[src/rtl/word_enumerator_pkg.sv]
// Package word_enum_pkg: shared definitions for the word enumerator.
// Contents:
//   state_t     - FSM state encoding (IDLE, ARST, SHIFT, CHECK, DONE)
//   CEX_COUNT_W - width of the optional counterexample counter
//   len_width() - number of bits needed to hold a length 0..max_len
package word_enum_pkg;

  typedef enum logic [2:0] {
    ST_IDLE  = 3'd0,
    ST_ARST  = 3'd1,
    ST_SHIFT = 3'd2,
    ST_CHECK = 3'd3,
    ST_DONE  = 3'd4
  } state_t;

  localparam int CEX_COUNT_W = 16;

  // Bits needed to represent every length from 0 to max_len inclusive.
  function automatic int len_width(input int max_len);
    return $clog2(max_len + 1);
  endfunction

endpackage

[src/rtl/word_enumerator_if.sv]
// Interface word_enumerator_if: bundles the run-control, result and
// automata-drive signals of the word enumerator.
// Optional macro: CEX_COUNT_EN adds the 16-bit cex_count result.
// Signals:
//   start                 - begin a run
//   busy, done            - run status
//   mismatch              - some word was judged differently
//   cex_word, cex_len     - first distinguishing word and its length
//   sym_out, auto_reset   - drive to both automata
//   out1, out2            - accept outputs of the two automata
//   cex_count             - (CEX_COUNT_EN) number of distinguishing words
// Modports: master = enumerator side, slave = environment side.
interface word_enumerator_if
  import word_enum_pkg::*;
#(
  parameter int MAX_LEN = 8
);
  localparam int LEN_W = len_width(MAX_LEN);

  logic               start;
  logic               busy;
  logic               done;
  logic               mismatch;
  logic [MAX_LEN-1:0] cex_word;
  logic [LEN_W-1:0]   cex_len;
  logic               sym_out;
  logic               auto_reset;
  logic               out1;
  logic               out2;
`ifdef CEX_COUNT_EN
  logic [CEX_COUNT_W-1:0] cex_count;

  modport master (
    input  start, out1, out2,
    output busy, done, mismatch, cex_word, cex_len, sym_out, auto_reset,
           cex_count
  );
  modport slave (
    output start, out1, out2,
    input  busy, done, mismatch, cex_word, cex_len, sym_out, auto_reset,
           cex_count
  );
`else
  modport master (
    input  start, out1, out2,
    output busy, done, mismatch, cex_word, cex_len, sym_out, auto_reset
  );
  modport slave (
    output start, out1, out2,
    input  busy, done, mismatch, cex_word, cex_len, sym_out, auto_reset
  );
`endif

endinterface

[src/rtl/word_enumerator_counter.sv]
// Module word_counter: holds the current word length L, word value W and
// the symbol index within the word, and steps them through the order
// L=0..MAX_LEN, W=0..2^L-1.
// Ports:
//   clk, reset  - clock, asynchronous active-high reset
//   clear       - restart enumeration at L=0, W=0
//   step        - advance the symbol index (one SHIFT cycle consumed)
//   advance     - move to the next word (index back to 0)
//   len, word   - current L and W
//   last_sym    - index is on the final symbol of the word
//   last_word   - W is the last value for this length
//   last_len    - L has reached MAX_LEN
//   next_sym    - symbol that will be on the line in the coming cycle
module word_counter
  import word_enum_pkg::*;
#(
  parameter int MAX_LEN = 8,
  parameter int LEN_W   = len_width(MAX_LEN)
) (
  input  logic               clk,
  input  logic               reset,
  input  logic               clear,
  input  logic               step,
  input  logic               advance,
  output logic [LEN_W-1:0]   len,
  output logic [MAX_LEN-1:0] word,
  output logic               last_sym,
  output logic               last_word,
  output logic               last_len,
  output logic               next_sym
);

  logic [LEN_W-1:0]   len_r;
  logic [MAX_LEN-1:0] word_r;
  logic [LEN_W-1:0]   idx_r;
  logic [LEN_W-1:0]   idx_nxt_s;
  logic [MAX_LEN-1:0] len_mask_s;

  // Next-index select, symbol lookup and the mask of bits below L.
  always_comb begin
    idx_nxt_s  = step ? (idx_r + LEN_W'(1'b1)) : idx_r;
    next_sym   = 1'b0;
    len_mask_s = '0;
    for (int i = 0; i < MAX_LEN; i++) begin
      next_sym      = (idx_nxt_s == LEN_W'(i)) ? word_r[i] : next_sym;
      len_mask_s[i] = (LEN_W'(i) < len_r);
    end
  end

  // W is the last value for length L when every bit below L is set
  // (trivially true for L=0, where the only word is empty).
  assign last_word = &(word_r | ~len_mask_s);
  assign last_len  = (len_r == LEN_W'(MAX_LEN));
  assign last_sym  = ((idx_r + LEN_W'(1'b1)) == len_r);
  assign len       = len_r;
  assign word      = word_r;

  // Length / word / index registers with wrap from the last W into L+1.
  always_ff @(posedge clk or posedge reset) begin
    if (reset) begin
      len_r  <= '0;
      word_r <= '0;
      idx_r  <= '0;
    end else if (clear) begin
      len_r  <= '0;
      word_r <= '0;
      idx_r  <= '0;
    end else if (advance) begin
      idx_r <= '0;
      if (last_word) begin
        len_r  <= len_r + LEN_W'(1'b1);
        word_r <= '0;
      end else begin
        word_r <= word_r + MAX_LEN'(1'b1);
      end
    end else if (step) begin
      idx_r <= idx_nxt_s;
    end
  end

endmodule

[src/rtl/word_enumerator.sv]
// Module word_enumerator: feeds every word over {0,1} of length 0..MAX_LEN
// (shortest first, then by value, LSB-first) to two automata in lockstep
// and reports the first word on which their accept outputs differ.
// Each word: one ARST cycle (automata reset), L SHIFT cycles (symbols),
// one CHECK cycle (compare out1/out2).
// Optional macro: CEX_COUNT_EN - run continues after a mismatch and the
// number of distinguishing words is reported on cex_count (saturating).
// Ports:
//   clk    - clock
//   reset  - asynchronous active-high reset
//   bus    - word_enumerator_if.master (start, status, result, automata
//            drive sym_out/auto_reset, automata outputs out1/out2)
module word_enumerator
  import word_enum_pkg::*;
#(
  parameter int MAX_LEN = 8
) (
  input  logic              clk,
  input  logic              reset,
  word_enumerator_if.master bus
);

  localparam int LEN_W = len_width(MAX_LEN);

  state_t             state_r;
  state_t             state_next_s;
  logic               cnt_clear_s;
  logic               cnt_step_s;
  logic               cnt_advance_s;
  logic               capture_s;
  logic               mism_s;
  logic [LEN_W-1:0]   len_s;
  logic [MAX_LEN-1:0] word_s;
  logic               last_sym_s;
  logic               last_word_s;
  logic               last_len_s;
  logic               next_sym_s;

  logic               auto_reset_r;
  logic               sym_out_r;
  logic               busy_r;
  logic               done_r;
  logic               mismatch_r;
  logic [MAX_LEN-1:0] cex_word_r;
  logic [LEN_W-1:0]   cex_len_r;
`ifdef CEX_COUNT_EN
  logic                   count_s;
  logic [CEX_COUNT_W-1:0] cex_count_r;
`endif

  word_counter #(
    .MAX_LEN (MAX_LEN),
    .LEN_W   (LEN_W)
  ) u_counter (
    .clk       (clk),
    .reset     (reset),
    .clear     (cnt_clear_s),
    .step      (cnt_step_s),
    .advance   (cnt_advance_s),
    .len       (len_s),
    .word      (word_s),
    .last_sym  (last_sym_s),
    .last_word (last_word_s),
    .last_len  (last_len_s),
    .next_sym  (next_sym_s)
  );

  assign mism_s = bus.out1 ^ bus.out2;

  // FSM state register.
  always_ff @(posedge clk or posedge reset) begin
    if (reset) begin
      state_r <= ST_IDLE;
    end else begin
      state_r <= state_next_s;
    end
  end

  // Next-state and counter control.
  always_comb begin
    state_next_s  = state_r;
    cnt_clear_s   = 1'b0;
    cnt_step_s    = 1'b0;
    cnt_advance_s = 1'b0;
    capture_s     = 1'b0;
`ifdef CEX_COUNT_EN
    count_s       = 1'b0;
`endif
    case (state_r)
      ST_IDLE, ST_DONE: begin
        if (bus.start) begin
          cnt_clear_s  = 1'b1;
          state_next_s = ST_ARST;
        end else begin
          state_next_s = state_r;
        end
      end
      ST_ARST: begin
        state_next_s = (len_s != '0) ? ST_SHIFT : ST_CHECK;
      end
      ST_SHIFT: begin
        cnt_step_s   = 1'b1;
        state_next_s = last_sym_s ? ST_CHECK : ST_SHIFT;
      end
      ST_CHECK: begin
`ifdef CEX_COUNT_EN
        // Keep going after a mismatch; only the first one is captured.
        count_s   = mism_s;
        capture_s = mism_s & ~mismatch_r;
        if (last_word_s && last_len_s) begin
          state_next_s = ST_DONE;
        end else begin
          cnt_advance_s = 1'b1;
          state_next_s  = ST_ARST;
        end
`else
        if (mism_s) begin
          capture_s    = 1'b1;
          state_next_s = ST_DONE;
        end else if (last_word_s && last_len_s) begin
          state_next_s = ST_DONE;
        end else begin
          cnt_advance_s = 1'b1;
          state_next_s  = ST_ARST;
        end
`endif
      end
      default: begin
        state_next_s = ST_IDLE;
      end
    endcase
  end

  // Outputs are registered from the next state so they line up with the
  // state they describe; results are cleared on start and set on capture.
  always_ff @(posedge clk or posedge reset) begin
    if (reset) begin
      auto_reset_r <= 1'b1;
      sym_out_r    <= 1'b0;
      busy_r       <= 1'b0;
      done_r       <= 1'b0;
      mismatch_r   <= 1'b0;
      cex_word_r   <= '0;
      cex_len_r    <= '0;
    end else begin
      auto_reset_r <= (state_next_s == ST_IDLE) || (state_next_s == ST_ARST) ||
                      (state_next_s == ST_DONE);
      sym_out_r    <= (state_next_s == ST_SHIFT) ? next_sym_s : 1'b0;
      busy_r       <= (state_next_s == ST_ARST) || (state_next_s == ST_SHIFT) ||
                      (state_next_s == ST_CHECK);
      done_r       <= (state_next_s == ST_DONE);
      if (cnt_clear_s) begin
        mismatch_r <= 1'b0;
        cex_word_r <= '0;
        cex_len_r  <= '0;
      end else if (capture_s) begin
        mismatch_r <= 1'b1;
        cex_word_r <= word_s;
        cex_len_r  <= len_s;
      end
    end
  end

`ifdef CEX_COUNT_EN
  // Saturating count of distinguishing words.
  always_ff @(posedge clk or posedge reset) begin
    if (reset) begin
      cex_count_r <= '0;
    end else if (cnt_clear_s) begin
      cex_count_r <= '0;
    end else if (count_s && (cex_count_r != {CEX_COUNT_W{1'b1}})) begin
      cex_count_r <= cex_count_r + CEX_COUNT_W'(1'b1);
    end
  end

  assign bus.cex_count = cex_count_r;
`endif

  assign bus.auto_reset = auto_reset_r;
  assign bus.sym_out    = sym_out_r;
  assign bus.busy       = busy_r;
  assign bus.done       = done_r;
  assign bus.mismatch   = mismatch_r;
  assign bus.cex_word   = cex_word_r;
  assign bus.cex_len    = cex_len_r;

endmodule

[src/flat_wrapper.sv]
// flat-port wrapper written by rule: the top's interface ports become plain ports
module word_enumerator_flat import word_enum_pkg::*;
#(
  parameter int MAX_LEN = 8
)
  (clk, reset, bus_start, bus_out1, bus_out2, bus_busy, bus_done, bus_mismatch, bus_cex_word, bus_cex_len, bus_sym_out, bus_auto_reset);
  word_enumerator_if #(.MAX_LEN(MAX_LEN)) bus_i ();
  input  logic clk;
  input  logic reset;
  input wire logic [$bits(bus_i.start)-1:0] bus_start;
  input wire logic [$bits(bus_i.out1)-1:0] bus_out1;
  input wire logic [$bits(bus_i.out2)-1:0] bus_out2;
  output wire logic [$bits(bus_i.busy)-1:0] bus_busy;
  output wire logic [$bits(bus_i.done)-1:0] bus_done;
  output wire logic [$bits(bus_i.mismatch)-1:0] bus_mismatch;
  output wire logic [$bits(bus_i.cex_word)-1:0] bus_cex_word;
  output wire logic [$bits(bus_i.cex_len)-1:0] bus_cex_len;
  output wire logic [$bits(bus_i.sym_out)-1:0] bus_sym_out;
  output wire logic [$bits(bus_i.auto_reset)-1:0] bus_auto_reset;
  assign bus_i.start = bus_start;
  assign bus_i.out1 = bus_out1;
  assign bus_i.out2 = bus_out2;
  assign bus_busy = bus_i.busy;
  assign bus_done = bus_i.done;
  assign bus_mismatch = bus_i.mismatch;
  assign bus_cex_word = bus_i.cex_word;
  assign bus_cex_len = bus_i.cex_len;
  assign bus_sym_out = bus_i.sym_out;
  assign bus_auto_reset = bus_i.auto_reset;
  word_enumerator #(.MAX_LEN(MAX_LEN)) u_core (.clk(clk), .reset(reset), .bus(bus_i));
endmodule
[config.mk]
export PLATFORM = sky130hd
export DESIGN_NAME = word_enumerator_flat
export DESIGN_NICKNAME = d
export VERILOG_FILES = /design/src/rtl/word_enumerator_pkg.sv /design/src/rtl/word_enumerator_if.sv /design/src/rtl/word_enumerator_counter.sv /design/src/rtl/word_enumerator.sv /design/src/flat_wrapper.sv
export SDC_FILE = /design/constraint.sdc
export NUM_CORES = 1
export LEC_CHECK = 0
export ABC_AREA = 1
export CAP_MARGIN = 10
export CORE_ASPECT_RATIO = 1.2
export CORE_MARGIN = 8
export CORE_UTILIZATION = 45
export DETAILED_ROUTE_END_ITERATION = 10
export DONT_BUFFER_PORTS = 1
export GPL_TIMING_DRIVEN = 0
export PLACE_DENSITY_LB_ADDON = 0.1
export SLEW_MARGIN = 15
export SYNTH_ARGS = -nofsm -noshare
export SYNTH_HDL_FRONTEND = slang
export SYNTH_SLANG_ARGS = --single-unit
[constraint.sdc]
create_clock -name clk -period 1.8 [get_ports clk]
set_input_delay 0.18 -clock clk [delete_from_list [all_inputs] [get_ports clk]]
set_output_delay 0.18 -clock clk [all_outputs]
set_load 0.03 [all_outputs]
==> results.txt <==
Fin Hold WS: 0.129 ns
#FFs+latches synth: 36
Critical path arrival: 1.92 ns
Place WS: -0.149 ns
# setup viols final: 0
# rows: 27
Normalized max-slew margin: 0.693
H-tree Lvls: 2
Starting Density: 0.454
Hold Path Sink: u_core.bus.done
Hold Crit Start: bus_start
CTS root buf: clkbuf_8
Worst Hold Class: primary input to register
Largest stage delay on the critical path: 0.45 ns
N_diodes: 0
Critical path startpoint category: register
First-pass GRT wire length: 8.36 mm
Max VDD drop: 0.869 mV
Total global routing overflow: 0
DRT iter0 DRCs: 85
Hold Vio Cnt, Final: 0
Most frequent cells in the layout: nand2_1 (57), dfrtp_1 (33), nand3_1 (31), inv_1 (27), o21ai_0 (15)
R2r endpoint: u_core.u_counter.len[1]
Layout Nets: 284
Initial antenna violation count: 0
CTS Buffer Depth: 2
Fin crit period: 1.74 ns
CP Max Fanout: 10
Post-DP HPWL: 3.87 mm
R2R depth: 12
Cell at the slowest stage of the critical path: dfrtp_2
Routability cong.: 0.947
Die Wd: 77.5 um
Die area: 6960 um2
Vias per cell: 5.15
DIE HEIGHT: 89.8 um
Share of cells above drive strength 1: 0.212
Worst Setup Path Type: register to register
Port buffer count: 0
Mapped Cells: 255
Ys Warns: 0
CTS buffer count: 5
R2R Path Start: u_core.u_counter.len[0]
Final instance area: 2380 um2
Via count: 1,710
Pwr Density: 1820 nW/um2
Clock Latency Late Sink: 0.29 ns
Max Cap Viol: 0
Post-synthesis sequential area ratio: 0.442
DRT Wirelength: 5.21 mm
Tot GR Track Use: 0.153
FF-to-FF setup slack: 0.06 ns
Achievable frequency: 574 MHz
Synth Cell Area: 2040 um2
CTS clk-pin slew, worst paths: 0.07 ns
Area after DPL: 2140 um2
Hold path depth: 3
Commonest non-fill, non-tap cell in the layout: nand2_1
Yosys top cell by area: dfrtp_1
Synth top area cells: dfrtp_1 (43%), nand2_1 (11%), nand3_1 (7.6%)
Cell chain of the critical path: inv_2 > ha_4 > nand2_1 > nand3_1 > nand2_2 > nor2_4 > nand3_2 > nand3_4 > nand2_4 > buf_6 > nand3_1 > nand2_1
Routed len/inst: 15.7 um
Largest net degree at the start of global routing: 20
Mean Syn Cell Area: 8.01 um2
DRC: 0
Fin cells: 332
Synth cell types: 28
Area Overhead vs Synth: 16.5%
Worst Max-Slew Pin Slew: 0.460 ns
I/O pin count: 22
TritonCTS Sinks: 36
CP Data Required Time: 1.98 ns
Cells after DPL: 314
Top cell type's share of synthesized area: 0.429
Crit. End Element: register
Slew Limit Fails: 0
Leakage: 1.14 nW
Fin crit share: 0.968
CTS tree: done
Status: complete, no violations
Final clock skew: 0.00388 ns
Final worst setup slack: 0.0579 ns
Vias in the first global route: 1,707
Core area: 4490 um2
1st-pass router iterations: 5
Mapped Nets: 265
RSZ-0062 raised after global routing: true
Detail Route Antenna Nets: 0
## metal layers
metal  vias to the layer above  GRT usage  share of wire
li1                        860          -              -
met1                       808      0.167           0.41
met2                        34      0.273           0.53
met3                         8     0.0319          0.041
met4                         0     0.0678          0.018
met5                         -          0              0
## what timing repair did
action,CTS,global route
endpoints found under the setup margin,20,30
endpoints found under the hold margin,16,0
gates resized for setup,5,13
hold buffers,1,0
pin swaps,2,2
buffers inserted,5,5
## area by class of cell
class                   count  area (um2)
plain buffers               6        50.0
flip-flops and latches     36         905
fillers                   449        2110
well taps                  58        72.6
clock buffers               7        96.3
repair buffers             12         116
inverters                  33         129
multi-input cells         180        1010
## worst max path at each step
stage / to / cells after the start / startpoint / slack, ns
2_1_floorplan: u_core.u_counter.word[4] / 12 / u_core.u_counter.len[1] / 0.17
3_3_place_gp: u_core.u_counter.len[3] / 11 / u_core.u_counter.len[0] / -0.16
3_5_place_dp: u_core.u_counter.len[3] / 11 / u_core.u_counter.len[0] / -0.15
4_1_cts: u_core.u_counter.word[3] / 12 / u_core.u_counter.len[0] / 0.001
5_1_grt: u_core.u_counter.len[3] / 12 / u_core.u_counter.len[1] / -0.02
6_report: u_core.u_counter.len[1] / 12 / u_core.u_counter.len[0] / 0.06
## cell families after synthesis
kind of cell,Yosys count,synth area share
AOI/OAI and AO/OA,29,0.0803
adders and majority gates,5,0.0306
DFF,36,0.442
buffers and inverters,39,0.0833
and+or+nand+nor,134,0.312
xor gates and xnor gates,12,0.0515
## cell usage after synthesis (all sizes together)
cell and n:
clkbuf 2, dfstp 1, ha 5, xor2 9, buf 4, nand3 35, o22ai 2, a21oi 6
dfrtp 35, xnor2 3, o21ai 20, nor3b 2, nand2 68, nand3b 1, inv 33, nand4 4
a31oi 1, or2 1, nor3 4, nor2 19
## through the flow
stage               total power, W   util  TNS, ns
floorplan                  0.00289      -        0
global route               0.00462  0.529  -0.0618
CTS                        0.00416  0.513        0
global placement           0.00333  0.471    -1.88
detailed placement         0.00336  0.477    -1.90
finish                     0.00432  0.529        0
## state kept, by name (all words and copies together), names as in the netlist
| register | flops |
|---|---|
| u_core.bus.cex_word | 8 |
| u_core.u_counter.word | 8 |
| u_core.bus.cex_len | 4 |
| u_core.u_counter.idx_r | 4 |
| u_core.u_counter.len | 4 |
| u_core.state_r | 3 |
| u_core.bus.auto_reset | 1 |
| u_core.bus.busy | 1 |
| u_core.bus.done | 1 |
| u_core.bus.mismatch | 1 |
| u_core.bus.sym_out | 1 |
## where the power goes
part / leakage, nW / switching, W / internal [W]
clock network: 0.0503 / 0.000288 / 0.000341
logic: 0.609 / 0.00134 / 0.000867
registers: 0.479 / 0.000425 / 0.00106
total: 1.14 / 0.00205 / 0.00227
## critical path: cells and delay by family (launching register included)
kind / cells / cell delay, ns
and+or+nand+nor: 9 / 0.79
DFF: 1 / 0.45
buffers and inverters: 2 / 0.25
adders and majority gates: 1 / 0.15
(Power assumes the default switching activity.)
